--- src/rtl/umi_pkg.sv ---
// Shared UMI definitions: default field widths, packet width helper and the
// packed packet layout {cmd, dstaddr, srcaddr, data} (cmd in the MSBs).
package umi_pkg;

  localparam int unsigned UMI_DW = 128;
  localparam int unsigned UMI_AW = 64;
  localparam int unsigned UMI_CW = 32;

  function automatic int unsigned umi_pkt_width(input int unsigned cw,
                                                input int unsigned aw,
                                                input int unsigned dw);
    return cw + 2 * aw + dw;
  endfunction

  typedef struct packed {
    logic [UMI_CW-1:0] cmd;
    logic [UMI_AW-1:0] dstaddr;
    logic [UMI_AW-1:0] srcaddr;
    logic [UMI_DW-1:0] data;
  } umi_pkt_t;

endpackage

--- src/rtl/sync_fifo_core.sv ---
// Single-clock FIFO storage with first-word fall-through read data.
// Ports:
//   clk, reset        clock, asynchronous active-high reset
//   wr_en, wr_data    push an entry (caller guarantees !full)
//   rd_en, rd_data    pop the head entry (caller guarantees !empty);
//                     rd_data always shows the entry at the read pointer
//   full, empty       occupancy == DEPTH / occupancy == 0
module sync_fifo_core #(
  parameter int unsigned WIDTH = 8,
  parameter int unsigned DEPTH = 4
) (
  input  logic             clk,
  input  logic             reset,
  input  logic             wr_en,
  input  logic [WIDTH-1:0] wr_data,
  input  logic             rd_en,
  output logic [WIDTH-1:0] rd_data,
  output logic             full,
  output logic             empty
);

  localparam int unsigned PTR_W = (DEPTH > 1) ? $clog2(DEPTH) : 1;
  localparam int unsigned CNT_W = $clog2(DEPTH + 1);

  logic [WIDTH-1:0] mem_q [DEPTH];
  logic [PTR_W-1:0] wr_ptr_q, wr_ptr_d;
  logic [PTR_W-1:0] rd_ptr_q, rd_ptr_d;
  logic [CNT_W-1:0] count_q, count_d;

  // Explicit wrap at DEPTH-1 so non power-of-two depths work.
  always_comb begin
    wr_ptr_d = wr_ptr_q;
    rd_ptr_d = rd_ptr_q;
    count_d  = count_q;
    if (wr_en) begin
      wr_ptr_d = (wr_ptr_q == PTR_W'(DEPTH - 1)) ? '0 : wr_ptr_q + 1'b1;
    end
    if (rd_en) begin
      rd_ptr_d = (rd_ptr_q == PTR_W'(DEPTH - 1)) ? '0 : rd_ptr_q + 1'b1;
    end
    case ({wr_en, rd_en})
      2'b10:   count_d = count_q + 1'b1;
      2'b01:   count_d = count_q - 1'b1;
      default: count_d = count_q;
    endcase
  end

  always_ff @(posedge clk or posedge reset) begin
    if (reset) begin
      wr_ptr_q <= '0;
      rd_ptr_q <= '0;
      count_q  <= '0;
    end else begin
      wr_ptr_q <= wr_ptr_d;
      rd_ptr_q <= rd_ptr_d;
      count_q  <= count_d;
    end
  end

  // Storage is intentionally not reset.
  always_ff @(posedge clk) begin
    if (wr_en) begin
      mem_q[wr_ptr_q] <= wr_data;
    end
  end

  assign rd_data = mem_q[rd_ptr_q];
  assign full    = (count_q == CNT_W'(DEPTH));
  assign empty   = (count_q == '0);

endmodule

--- src/rtl/umi_sync_fifo.sv ---
// UMI packet FIFO between a host and device channel.
// Ports:
//   clk, reset                 clock, asynchronous active-high reset
//   bypass                     1 = combinational pass-through, storage idle
//   chaosmode                  1 = output valid gated on alternate cycles
//   fifo_full, fifo_empty      storage occupancy flags
//   umi_in_*                   input packet valid/ready + fields
//   umi_out_*                  output packet valid/ready + fields
module umi_sync_fifo
  import umi_pkg::*;
#(
  parameter int unsigned DW    = UMI_DW,
  parameter int unsigned AW    = UMI_AW,
  parameter int unsigned CW    = UMI_CW,
  parameter int unsigned DEPTH = 4
) (
  input  logic          clk,
  input  logic          reset,
  input  logic          bypass,
  input  logic          chaosmode,
  output logic          fifo_full,
  output logic          fifo_empty,
  input  logic          umi_in_valid,
  output logic          umi_in_ready,
  input  logic [CW-1:0] umi_in_cmd,
  input  logic [AW-1:0] umi_in_dstaddr,
  input  logic [AW-1:0] umi_in_srcaddr,
  input  logic [DW-1:0] umi_in_data,
  output logic          umi_out_valid,
  input  logic          umi_out_ready,
  output logic [CW-1:0] umi_out_cmd,
  output logic [AW-1:0] umi_out_dstaddr,
  output logic [AW-1:0] umi_out_srcaddr,
  output logic [DW-1:0] umi_out_data
);

  localparam int unsigned PW = umi_pkt_width(CW, AW, DW);

  logic [PW-1:0] wr_pkt;
  logic [PW-1:0] rd_pkt;
  logic          core_full;
  logic          core_empty;
  logic          toggle_q, toggle_d;
  logic          gate;
  logic          fifo_valid;
  logic          wr_en;
  logic          rd_en;

  assign toggle_d = ~toggle_q;

  always_ff @(posedge clk or posedge reset) begin
    if (reset) begin
      toggle_q <= 1'b0;
    end else begin
      toggle_q <= toggle_d;
    end
  end

  assign gate       = ~chaosmode | toggle_q;
  assign fifo_valid = ~core_empty & gate;
  assign wr_pkt     = {umi_in_cmd, umi_in_dstaddr, umi_in_srcaddr, umi_in_data};

  // Storage is only touched when not bypassing; in bypass the handshake
  // passes straight through and stored entries are held.
  assign wr_en = ~bypass & umi_in_valid & ~core_full;
  assign rd_en = ~bypass & fifo_valid & umi_out_ready;

  sync_fifo_core #(
    .WIDTH (PW),
    .DEPTH (DEPTH)
  ) u_core (
    .clk     (clk),
    .reset   (reset),
    .wr_en   (wr_en),
    .wr_data (wr_pkt),
    .rd_en   (rd_en),
    .rd_data (rd_pkt),
    .full    (core_full),
    .empty   (core_empty)
  );

  always_comb begin
    if (bypass) begin
      umi_out_valid = umi_in_valid;
      umi_in_ready  = umi_out_ready;
      {umi_out_cmd, umi_out_dstaddr, umi_out_srcaddr, umi_out_data} = wr_pkt;
    end else begin
      umi_out_valid = fifo_valid;
      umi_in_ready  = ~core_full;
      {umi_out_cmd, umi_out_dstaddr, umi_out_srcaddr, umi_out_data} = rd_pkt;
    end
  end

  assign fifo_full  = core_full;
  assign fifo_empty = core_empty;

endmodule

--- config.mk ---
export PLATFORM = sky130hd
export DESIGN_NAME = umi_sync_fifo
export DESIGN_NICKNAME = d
export VERILOG_FILES = /design/src/rtl/umi_pkg.sv /design/src/rtl/sync_fifo_core.sv /design/src/rtl/umi_sync_fifo.sv
export SDC_FILE = /design/constraint.sdc
export NUM_CORES = 1
export LEC_CHECK = 0
export ABC_AREA = 1
export CAP_MARGIN = 20
export CORE_ASPECT_RATIO = 1.75
export CORE_MARGIN = 3
export CORE_UTILIZATION = 25
export CTS_CLUSTER_SIZE = 14
export DETAILED_ROUTE_END_ITERATION = 7
export PLACE_DENSITY_LB_ADDON = 0.12
export REMOVE_ABC_BUFFERS = 1
export SYNTH_ARGS = -nofsm -noshare
export SYNTH_HDL_FRONTEND = slang
export SYNTH_SLANG_ARGS = --single-unit
--- constraint.sdc ---
create_clock -name clk -period 20.7 [get_ports clk]
set_clock_uncertainty 0.1 [all_clocks]
set_input_delay 3.105 -clock clk [delete_from_list [all_inputs] [get_ports clk]]
set_output_delay 3.105 -clock clk [all_outputs]
set_load 0.02 [all_outputs]
==> results of run 1 <==
-- final timing paths --
kind,depth (start not counted),startpoint,to
worst max-delay path,7,bypass,umi_out_data[66]
worst min-delay path,1,toggle_q,toggle_q
worst max register to register,7,u_core.count_q[0],u_core.mem_q[3][38]
worst min register to register,1,toggle_q,toggle_q
max in group asynchronous,2,reset,u_core.rd_ptr_q[1]
min in group asynchronous,2,reset,u_core.rd_ptr_q[0]
-- Yosys cell counts (all sizes together) --
library cell and number:
ha 6, a21oi 1, clkbuf 99, inv 1171
edfxtp 1152, nor2 6, xnor2 1, nand3b 1
o21ai 2, dfrtp 8, nand3 580, buf 156
fa 1, xor2 1, nand4 4, nand2 2319
-- cell families (layout without fill, tap and decap cells) --
kind of cell	after synthesis	count (layout)	share of synthesized area [%]
AO/OA/AOI/OAI	3	3	0.0288
XOR/XNOR	2	2	0.0336
adder cells (fa/ha/maj)	7	7	0.182
buffers and inverters	1426	2025	10.6
flip-flops	1160	1160	66.8
other	0	1	0
AND/OR/NAND/NOR	2910	2910	22.4
-- registers in the layout, indices dropped and copies added (netlist names) --
register and count:
u_core.rd_ptr_q 2, u_core.mem_q 1152, u_core.wr_ptr_q 2, toggle_q 1
u_core.count_q 3
-- cell usage in the layout, fill, tap and decap left out, drive strengths merged, types with 2 or more instances in the layout --
cell / count
o21ai: 2
clkinvlp: 3
clkinv: 58
clkbuf: 150
buf: 49
nand3: 580
nor2: 6
nand4: 4
edfxtp: 1152
ha: 6
dfrtp: 8
bufinv: 7
inv: 1174
clkdlybuf4s50: 584
nand2: 2319
-- power breakdown --
group / internal [mW] / switching [mW]
Sequential: 2.84 / 0.0639
Combinational: 0.860 / 1.88
Clock: 1.15 / 0.934
-- worst reg2reg max path: cells and delay by family (launching register included) --
kind | cells | cell delay, ns
buffers and inverters | 4 | 2.29
flip-flops | 1 | 0.37
AND/OR/NAND/NOR | 3 | 1.27
-- routing by layer --
metal / wire (um) / part of all wire [%] / up-vias / global-route usage, %
met5: 67 / 0.044 / - / 0
li1: - / - / 18000 / -
met3: 6710 / 4.4 / 181 / 2.34
met1: 67500 / 44 / 17200 / 17.9
met2: 74500 / 49 / 716 / 24.4
met4: 3060 / 2.0 / 10 / 3.21
-- per-stage QoR --
| stage | setup WS [ns] | hold slack (ns) | cell area (um2) | setup TNS, ns |
|---|---|---|---|---|
| 6_report | 11.29 | 0.303 | 64400 | 0 |
| 3_3_place_gp | 11.31 | 0.296 | 60700 | 0 |
| 5_1_grt | 11.08 | 0.327 | 64400 | 0 |
| 2_1_floorplan | -6.92 | 0.283 | 51000 | -2720.39 |
| 3_5_place_dp | 11.26 | 0.293 | 60700 | 0 |
| 4_1_cts | 11.26 | 0.302 | 64400 | 0 |
-- layout make-up --
type	count	area share, %
Clock inverter	71	0.971
Sequential cell	1160	54.0
Inverter	1171	6.87
Multi-Input combinational cell	2922	18.3
Tap cell	2676	5.20
Timing Repair Buffer	633	9.79
Clock buffer	150	4.80
Antenna cell	1	0.00388
==> impl_metrics.yaml, run 1 <==
cts:
  numCtsBuffers: 118
  cts-resized-gates: 0
  cts_hold_buf: 0
  cts_buffer_depth: 3
  clk_pin_slew_worst_paths_ns: 0.06
  cts_root_buf: "clkbuf_16"
  clock-sinks: 1160
  postCtsSetupBuffers: 0
  clock_latency_ns: 0.73
  cts_tree: "built"
  htreeDepth: 3
logic_synthesis:
  yosysTopAreaCell: "edfxtp_1"
  seq_area_frac_synth_pct: 66.8
  yosys-top-cells-area: "edfxtp_1, nand2_1, inv_1, nand3_1, buf_2"
  synth_seq_cells: 1160
  synthesis.instances: 5508
  synth.cell_area_um2: 52100
  synth_top_cell_area_share_pct: 66.4
  yosys.cell_types.count: 19
  syn_area_per_cell_um2: 9.46
  yosys_warnings: 0
power:
  leakage_nw: 28.7
  p_total_mw: 7.72
  powerDensity_nw_per_um2: 120
  ir_drop_uv: 99.6
place:
  portBuffers: 585
  placedCellCount: 8562
  place_congestion: 0.698
  dp_hpwl_um: 89600
layout:
  post_layout_nonfiller_instances: 8784
  final_nets: 6307
  fillers: 21400
  finish.utilization_pct: 31.1
  layout-drive-gt1-share_pct: 3.62
  area_growth_pct: 23.6
  multi_input_area_um2: 11800
  seqCellArea_um2: 34800
flow_run:
  max_cap_viol_count: 0
grt:
  antenna_found_initial: 7
  grt_util_all_layers_pct: 13.9
  grt_max_degree: 150
  grt_pass1_vias: 35900
  grt_pass1_wl_um: 227000
  grt_overflow: 0
critical_path:
  required_ns: 17.50
  r2r_slack_ns: 16.21
  critPathTopFamily: "buffers and inverters"
  cp.buffers_inverters: 5
  crit_type: "in -> out"
  crit_path_max_fanout: 79
  critPathCaptureType: "output port"
  cp-start-kind: "primary input"
  critPathMaxStageDelay_ns: 0.65
  cp.arrival_ns: 6.20
  cp_slowest_cell: "buf_4"
  crit_chain: "buf_8 > inv_8 > buf_4 > buf_4 > nand2_1 > nand2_1 > clkdlybuf4s50_1"
die:
  die_area_um2: 214000
  die_x_um: 351
  initial_core_util_pct: 25.2
  die_h_um: 610
  ios: 586
  core_um2: 207000
  rows: 221
timing:
  post-route-period-util_pct: 45.4
  finalSetupViolCount: 0
  tightestPinTransition_ns: 1.03
  finalMaxSlewViolations: 0
  period_needed_ns: 9.41
  fmax_mhz: 106
  slew-limit-headroom_pct: 31.1
  rsz0062_at_grt: "false"
  finalHoldViolCount: 0
hold_path:
  hold_class: "reg -> reg"
status:
  outcome: "complete, no violations"
route:
  wl_per_cell_um: 17.3
  postRouteAntennaNets: 0
  drt-initial-drc-count: 1747
  drc: 0
  num_vias: 36100
  first_pass_iters: 5
  via_per_inst: 4.11
  wl_um: 152000
Power figures use the tool's default switching activity.
==> run 2: changes to the inputs <==
==> constraint.sdc (replaced) <==
create_clock -name clk -period 9.8 [get_ports clk]
set_clock_uncertainty 0.1 [all_clocks]
set_input_delay 1.47 -clock clk [delete_from_list [all_inputs] [get_ports clk]]
set_output_delay 1.47 -clock clk [all_outputs]
set_load 0.02 [all_outputs]
==> impl_metrics.yaml, run 2 (synthesized netlist as in run 1, its figures left out) <==
hold_path:
  hold_class: "reg -> reg"
layout:
  final_nets: 6296
  largest-register: "u_core.mem_q"
  fillers: 21300
  post_layout_nonfiller_instances: 8768
  largestRegisters: "u_core.mem_q (1152), u_core.count_q (3)"
  area_growth_pct: 23.3
  design_area_um2: 64300
  final_cell_mix: "nand2_1, inv_1, edfxtp_1"
  layout-drive-gt1-share_pct: 3.29
  largest_reg_flops: 1152
  final_common_cell: "nand2_1"
  finish.utilization_pct: 31.0
grt:
  grt_max_degree: 174
  grt_pass1_vias: 35400
  gr-usage-met2_pct: 24.3
  grt_util_all_layers_pct: 13.8
  grt.busiest_layer: "met2"
  grtUsageMet1_pct: 17.3
  grt_pass1_wl_um: 224000
  grt_overflow: 0
  antenna_found_initial: 10
  use_met3_pct: 2.53
cts:
  cts_tree: "built"
  htreeDepth: 3
  cts_buffer_depth: 3
  clock-sinks: 1160
  postCtsSetupBuffers: 0
  cts_root_buf: "clkbuf_16"
  clk_pin_slew_worst_paths_ns: 0.07
  clock_latency_ns: 0.72
  cts-resized-gates: 0
  cts_hold_buf: 0
  numCtsBuffers: 114
power:
  power_frac_seq_pct: 38.1
  combPwrFrac_pct: 35.5
  leakage_nw: 28.6
  p_clk_share_pct: 26.4
  intPower_mw: 10.2
  ir_drop_uv: 185
  p_sw_share_pct: 37.2
  powerDensity_nw_per_um2: 251
  p_switching_mw: 6.00
route:
  wl_um: 151000
  drt-initial-drc-count: 1614
  first_pass_iters: 5
  wl_per_cell_um: 17.2
  drc: 0
  postRouteAntennaNets: 0
  via_per_inst: 4.11
  num_vias: 36000
place:
  portBuffers: 585
  dpl_cell_area_um2: 60700
  dp_hpwl_um: 87300
  place_congestion: 0.693
  placedCellCount: 8555
die:
  die_x_um: 351
  die_h_um: 610
  die_area_um2: 214000
  rows: 221
  core_um2: 207000
  ios: 586
  initial_core_util_pct: 25.2
critical_path:
  cp_slowest_cell: "dfrtp_4"
  crit_path_max_fanout: 80
  crit_type: "reg -> out"
  critPathMaxStageDelay_ns: 0.89
  crit_chain: "buf_4 > buf_4 > nand2_1 > nand3_1 > nand2_1 > nand2_1 > nand2_1 > clkdlybuf4s50_1"
  crit_top_cell: "nand2_1"
  cp-start-kind: "flip-flop"
  required_ns: 8.23
  cp.buffers_inverters: 3
  critPathCaptureType: "output port"
  critPathTopFamily: "buffers and inverters"
  cp.arrival_ns: 4.63
timing:
  fmax_mhz: 161
  slew-limit-headroom_pct: 24.2
  finalSetupViolCount: 0
  finalHoldViolCount: 0
  finalMaxSlewViolations: 0
  tightestPinTransition_ns: 1.14
  fin_hold_ws_ns: 0.306
  period_needed_ns: 6.20
  post-route-period-util_pct: 63.3
  rsz0062_at_grt: "false"
  fin_tns_setup_ns: 0
flow_run:
  max_cap_viol_count: 0
status:
  outcome: "complete, no violations"
## run 2: cell types whose count changed in the layout (fill, tap and decap cells not counted), sizes merged
cell,change
diode,+3
buf,-7
clkinv,-2
inv,-3
clkbuf,-6
clkinvlp,-1
## run 2: through the flow
step                total power, mW  setup slack (ns)
finish                         16.2              3.60
global route                   17.3              3.24
CTS                            16.6              3.43
detailed placement             12.2              4.18
global placement               12.2              4.20
floorplan                      10.3            -16.18
## run 2: path summary, 6_finish.rpt
path                                    startpoint             endpoint  slack (ns)  cells after the start
max in group asynchronous                    reset   u_core.rd_ptr_q[1]        8.30                      2
worst min register to register            toggle_q             toggle_q        0.31                      1
worst max register to register   u_core.count_q[0]  u_core.mem_q[2][62]        6.41                      6
worst min-delay path                      toggle_q             toggle_q        0.31                      1
min in group asynchronous                    reset   u_core.rd_ptr_q[0]        0.95                      2
worst max-delay path            u_core.rd_ptr_q[0]    umi_out_data[104]        3.60                      8
## run 2: power groups by stage
stage | Sequential (mW) | Clock, mW | Combinational [mW]
floorplan | 6.73 | 0 | 3.59
global placement | 6.26 | 0 | 5.95
detailed placement | 6.27 | 0 | 5.95
CTS | 6.16 | 4.44 | 5.98
global route | 6.20 | 4.63 | 6.43
finish | 6.16 | 4.26 | 5.73
## run 2: cell type report
cell class | instances | area [um2] | share of cell area, %
clock inverter | 65 | 576 | 0.896
tap | 2676 | 3350 | 5.21
sequential | 1160 | 34800 | 54.2
inverter | 1171 | 4420 | 6.88
antenna | 4 | 10.0 | 0.0156
multi-input combinational | 2922 | 11800 | 18.4
clock buffer | 144 | 2990 | 4.65
timing repair buffer | 626 | 6290 | 9.79
## run 2: per-layer routing
layer  vias to the layer above  routed length (um)
met4                        12                2910
li1                      18000                   -
met2                       716               74500
met5                         -                  76
met1                     17100               65700
met3                       173                7420
